`src/rtl/nn_addr_pkg.sv`:
```
// Shared types and default widths for the neural-network address sequencers.
package nn_addr_pkg;

    localparam int DEF_ADDR_W = 8;
    localparam int DEF_CNT_W  = 8;

    typedef enum logic [1:0] {
        IDLE = 2'd0,
        RUN  = 2'd1,
        DONE = 2'd2
    } state_t;

endpackage

```
`src/rtl/nn_wrap_counter.sv`:
```
// Index counter with synchronous clear (priority over enable) and a compare against a terminal value.
module nn_wrap_counter #(
    parameter int W = 8
)(
    input  logic         clk,
    input  logic         reset,
    input  logic         clr,
    input  logic         en,
    input  logic [W-1:0] term,
    output logic [W-1:0] cnt,
    output logic         at_term
);

    always_ff @(posedge clk) begin
        if (reset) begin
            cnt <= '0;
        end else if (clr) begin
            cnt <= '0;
        end else if (en) begin
            cnt <= cnt + W'(1);
        end
    end

    assign at_term = (cnt == term);

endmodule

```
`src/rtl/layer_addr_sequencer.sv`:
```
// Walks weight/input/output addresses for one layer pass, one beat per addr_valid/addr_ready handshake.
// LAYER_ADDR_SEQ_BIAS_EN adds a trailing bias beat to every output neuron.
module layer_addr_sequencer
    import nn_addr_pkg::*;
#(
    parameter int ADDR_W = DEF_ADDR_W,
    parameter int CNT_W  = DEF_CNT_W
)(
    input  logic              clk,
    input  logic              reset,
    input  logic              start,
    input  logic              abort,
    input  logic [CNT_W-1:0]  n_in,
    input  logic [CNT_W-1:0]  n_out,
    input  logic [ADDR_W-1:0] w_base,
    input  logic [ADDR_W-1:0] in_base,
    input  logic [ADDR_W-1:0] out_base,
    output logic [ADDR_W-1:0] w_addr,
    output logic [ADDR_W-1:0] in_addr,
    output logic [ADDR_W-1:0] out_addr,
    output logic              addr_valid,
    input  logic              addr_ready,
    output logic              beat_last,
    output logic              beat_bias,
    output logic              busy,
    output logic              done
);

    state_t state, state_nxt;

    logic [CNT_W-1:0]  n_in_r, n_out_r;
    logic [ADDR_W-1:0] w_base_r, in_base_r, out_base_r, w_cnt;
    logic [CNT_W-1:0]  in_idx, out_idx, in_term, out_term;
    logic              in_at_term, out_at_term;
    logic              launch, accept, neuron_end;

    assign launch     = (state == IDLE) && start && !abort;
    assign accept     = (state == RUN) && addr_ready;
    assign neuron_end = accept && in_at_term;

    // With the bias beat enabled the neuron ends one index later, on in_idx == n_in.
`ifdef LAYER_ADDR_SEQ_BIAS_EN
    assign in_term = n_in_r;
`else
    assign in_term = n_in_r - CNT_W'(1);
`endif
    assign out_term = n_out_r - CNT_W'(1);

    nn_wrap_counter #(.W(CNT_W)) u_in_cnt (
        .clk     (clk),
        .reset   (reset),
        .clr     (launch || neuron_end),
        .en      (accept),
        .term    (in_term),
        .cnt     (in_idx),
        .at_term (in_at_term)
    );

    nn_wrap_counter #(.W(CNT_W)) u_out_cnt (
        .clk     (clk),
        .reset   (reset),
        .clr     (launch),
        .en      (neuron_end),
        .term    (out_term),
        .cnt     (out_idx),
        .at_term (out_at_term)
    );

    always_ff @(posedge clk) begin
        if (reset) begin
            n_in_r     <= '0;
            n_out_r    <= '0;
            w_base_r   <= '0;
            in_base_r  <= '0;
            out_base_r <= '0;
            w_cnt      <= '0;
        end else if (launch) begin
            n_in_r     <= n_in;
            n_out_r    <= n_out;
            w_base_r   <= w_base;
            in_base_r  <= in_base;
            out_base_r <= out_base;
            w_cnt      <= '0;
        end else if (accept) begin
            w_cnt      <= w_cnt + ADDR_W'(1);
        end
    end

    always_ff @(posedge clk) begin
        if (reset) begin
            state <= IDLE;
        end else begin
            state <= state_nxt;
        end
    end

    always_comb begin
        state_nxt  = state;
        addr_valid = 1'b0;
        busy       = (state != IDLE);
        done       = 1'b0;
        beat_last  = 1'b0;
        beat_bias  = 1'b0;
        unique case (state)
            IDLE: begin
                if (start) begin
                    state_nxt = (n_in == '0 || n_out == '0) ? DONE : RUN;
                end
            end
            RUN: begin
                addr_valid = 1'b1;
                beat_last  = in_at_term;
`ifdef LAYER_ADDR_SEQ_BIAS_EN
                beat_bias  = in_at_term;
`endif
                if (neuron_end && out_at_term) begin
                    state_nxt = DONE;
                end
            end
            DONE: begin
                done      = 1'b1;
                state_nxt = IDLE;
            end
            default: state_nxt = IDLE;
        endcase
        if (abort) begin
            state_nxt = IDLE;
        end
        // State only settles at the next edge, so outputs are forced quiet for the whole reset window.
        if (reset) begin
            addr_valid = 1'b0;
            busy       = 1'b0;
            done       = 1'b0;
            beat_last  = 1'b0;
            beat_bias  = 1'b0;
        end
    end

    assign w_addr   = reset ? '0 : w_base_r + w_cnt;
    assign in_addr  = reset ? '0 : in_base_r + ADDR_W'(in_idx);
    assign out_addr = reset ? '0 : out_base_r + ADDR_W'(out_idx);

endmodule
```
`config.mk`:
```
export PLATFORM = sky130hd
export DESIGN_NAME = layer_addr_sequencer
export DESIGN_NICKNAME = d
export VERILOG_FILES = /design/src/rtl/nn_addr_pkg.sv /design/src/rtl/nn_wrap_counter.sv /design/src/rtl/layer_addr_sequencer.sv
export SDC_FILE = /design/constraint.sdc
export NUM_CORES = 1
export LEC_CHECK = 0
export BUFFER_PORTS_ARGS = -buffer_cell sky130_fd_sc_hd__buf_2
export CAP_MARGIN = 20
export CORE_MARGIN = 2
export CORE_UTILIZATION = 45
export DETAILED_ROUTE_END_ITERATION = 6
export PLACE_DENSITY = 0.67
export SLEW_MARGIN = 20
export SYNTH_ARGS = -nofsm -noshare
export SYNTH_HDL_FRONTEND = slang
export SYNTH_HIERARCHICAL = 1
export SYNTH_SLANG_ARGS = --single-unit
```
`constraint.sdc`:
```
create_clock -name clk -period 4.8 [get_ports clk]
set_input_delay 0.48 -clock clk [delete_from_list [all_inputs] [get_ports clk]]
set_output_delay 0.48 -clock clk [all_outputs]
set_load 0.02 [all_outputs]
```
==> metrics.txt <==
Max transition margin=0.415; Starting DRT DRC Count=126; leakage power=1.94 nW; Least-Margin Pin Slew=0.877 ns; Setup TNS=0 ns; H-tree Lvls=3; Antenna Violating Nets Remaining=0; CP required=4.32 ns; clock skew=0.00909 ns; Setup CP Type=reg2out; worst ir drop on vdd=0.182 mV; Synth Instances=525; post-synth top area cell=dfxtp_1; DRC=0; core area=8760 µm²; Setup WS post-layout=1.98 ns; TritonRoute pass-1 iters=4; CTS Buffer Depth=2; vias in the first global route=3581; largest net degree at the start of global routing=52; Post-DP HPWL=7090 µm; Min Clock Period, post-route=2.82 ns; syn_nets=599; n_diodes=0; Worst-path clk slew=0.06 ns; routed vias/inst=5.36; Yosys cell types=56; PD cells=247 nW/µm²; syn_area_per_cell=7.81 µm²; clock latency on the worst-skew pair=0.33 ns; DIE AREA=9890 µm²; pre-CTS worst setup slack=1.94 ns; post-synthesis to final-layout area growth=13.5%; Synth Flop Type=dfxtp_1; Sinks on Clock Net=66; CTS Root Buffer Type=clkbuf_8; first-pass GRT wire length=16100 µm; Post-Route WL=9360 µm; GPL Wtd Cong=0.785; Final Net Count=659; sequential cell area fraction in the yosys report=0.322; status=finished, final reports clean; Site Rows=34; crit-path max FO=6; met3 Usage GRT=0.0457; end-of-flow core utilization=0.531; met1 usage=0.252; number of enable flip-flop cells after synthesis=0; post-CTS setup buffers=0; clock buffer count from CTS=9; Async SR Flop Fraction=0; final setup fails=0; share of the synthesized area in the top cell type=0.322; Fin. Hold Viols=0; Routed WL per cell=13.5 µm; Resized cells post-CTS=0; f_max=354 MHz; crit path launch type=register; hold_buf cts=0; unrepaired setup endpoints after global routing=false; crit end category=output pin; Max Cap Violations=0; Vert. Die Dim=99.5 µm; fill cell count=891; Tightest Hold Check Type=in2reg; number of buffers added on ports=72; I/O Pins=74; proportion of layout cells with a drive suffix above 1=0.169; synth top area cells=dfxtp_1 32%, nand2_1 9.5%, ha_1 7.9%; number of synthesized register bits=66; Mapped Area=4100 µm²; crit path DAT=2.34 ns; Top Usage Layer GRT=met2; crit share post-route=0.588; Ys Warns=6; CTS tree=done; Vias=3722; Starting Density=0.468; Slew Viols, Final=0; GRT Overall Usage=0.197; initial antenna violation count=0; met2 Usage GRT=0.339; grt total ovfl=0; Die Wd=99.5 µm
-- cell families after synthesis --
logic type,Yosys count,share of synthesized area
mux,5,0.0131
xor+xnor,46,0.0983
other cells,1,0.000915
fa+ha+maj,29,0.0940
flops,66,0.322
compound gates,103,0.156
buf+inv,37,0.0388
simple gates,238,0.277
-- Yosys cell counts (3+ instances only) --
master,n
o21ai_0,14
or3_1,7
ha_1,26
nand4_1,11
nand2_1,104
nor3b_1,7
a21o_1,3
buf_2,11
nor2_1,43
nand3_1,11
a21oi_1,52
inv_1,10
nor2b_1,10
a31oi_1,3
xor2_1,17
clkbuf_1,9
o211ai_1,5
nor3_1,14
xnor2_1,29
fa_1,3
mux2_1,3
nor4_1,7
o21bai_1,4
nand2b_1,4
dfxtp_1,66
a211oi_1,6
or2_2,3
-- metrics by stage --
| step | power [mW] | cell area, µm² | cells | hold slack, ns |
|---|---|---|---|---|
| after floorplan | 0.722 | 4100 | 525 | 0.441 |
| after global routing | 1.20 | 4660 | 695 | 0.328 |
| after CTS | 1.16 | 4660 | 695 | 0.319 |
| after global placement | 0.767 | 4500 | 682 | 0.446 |
| after detailed placement | 0.772 | 4500 | 682 | 0.453 |
| final | 1.15 | 4660 | 695 | 0.343 |
-- path summary, 6_finish.rpt --
kind | from | endpoint | slack (ns) | cells past startpoint
setup reg to reg | n_in_r[0]$_SDFFE_PP0P_ | u_out_cnt/cnt[5]$_SDFFE_PP0P_ | 1.98 | 12
setup / recovery | u_in_cnt/cnt[1]$_SDFFE_PP0P_ | in_addr[7] | 1.98 | 6
hold / removal | abort | state[0]$_SDFFE_PP0P_ | 0.34 | 2
hold reg to reg | out_base_r[3]$_SDFFE_PP0P_ | out_base_r[3]$_SDFFE_PP0P_ | 0.46 | 2
-- area by class of cell --
cell class                 instances  area, µm²  area share
sequential                        66       1320       0.284
inverter                          12       45.0     0.00967
tap                              108        135      0.0290
clock buffer                      13        159      0.0341
timing repair buffer              74        375      0.0806
multi-input combinational        422       2620       0.563
-- critical path: stages, from the launching register on --
cell and delay [ns]:
dfxtp_1 0.51, ha_1 0.32, a211oi_2 0.24, o21bai_1 0.18
o41ai_2 0.26, mux2_1 0.35, buf_2 0.16
-- per-layer routing --
layer	vias to the layer above	wire, µm
li1	1934	-
met1	1713	4380
met2	67	4540
met3	8	364
met4	0	64
met5	-	0
-- cells in the final DEF (no fill, tap or decap), drive strengths merged, types with 3 or more instances in the layout --
cell type	count
xor2	17
fa	3
nor2b	10
clkbuf	13
mux2	3
o21bai	4
nand2	104
dfxtp	66
a211oi	8
xnor2	29
buf	74
nand3b	3
a31oi	3
or2	4
or3	7
inv	12
nor4	7
nand2b	4
nor3b	7
o211ai	5
nor2	44
ha	26
nand3	11
o21ai	16
a21oi	52
nor3	14
a21o	3
nand4	13
-- sequential cells by signal (all words and copies together), names as in the netlist --
register / cells
in_base_r: 8
n_in_r: 8
n_out_r: 8
out_base_r: 8
state: 2
u_in_cnt/cnt: 8
u_out_cnt/cnt: 8
w_base_r: 8
w_cnt: 8
-- where the power goes --
| part | internal [mW] | switching [mW] | leakage, nW |
|---|---|---|---|
| Sequential | 0.565 | 0.0141 | 0.536 |
| Combinational | 0.0753 | 0.104 | 1.33 |
| Clock | 0.208 | 0.182 | 0.0815 |
| Total | 0.848 | 0.300 | 1.94 |
Note: power is estimated with default switching activity, not from simulation.
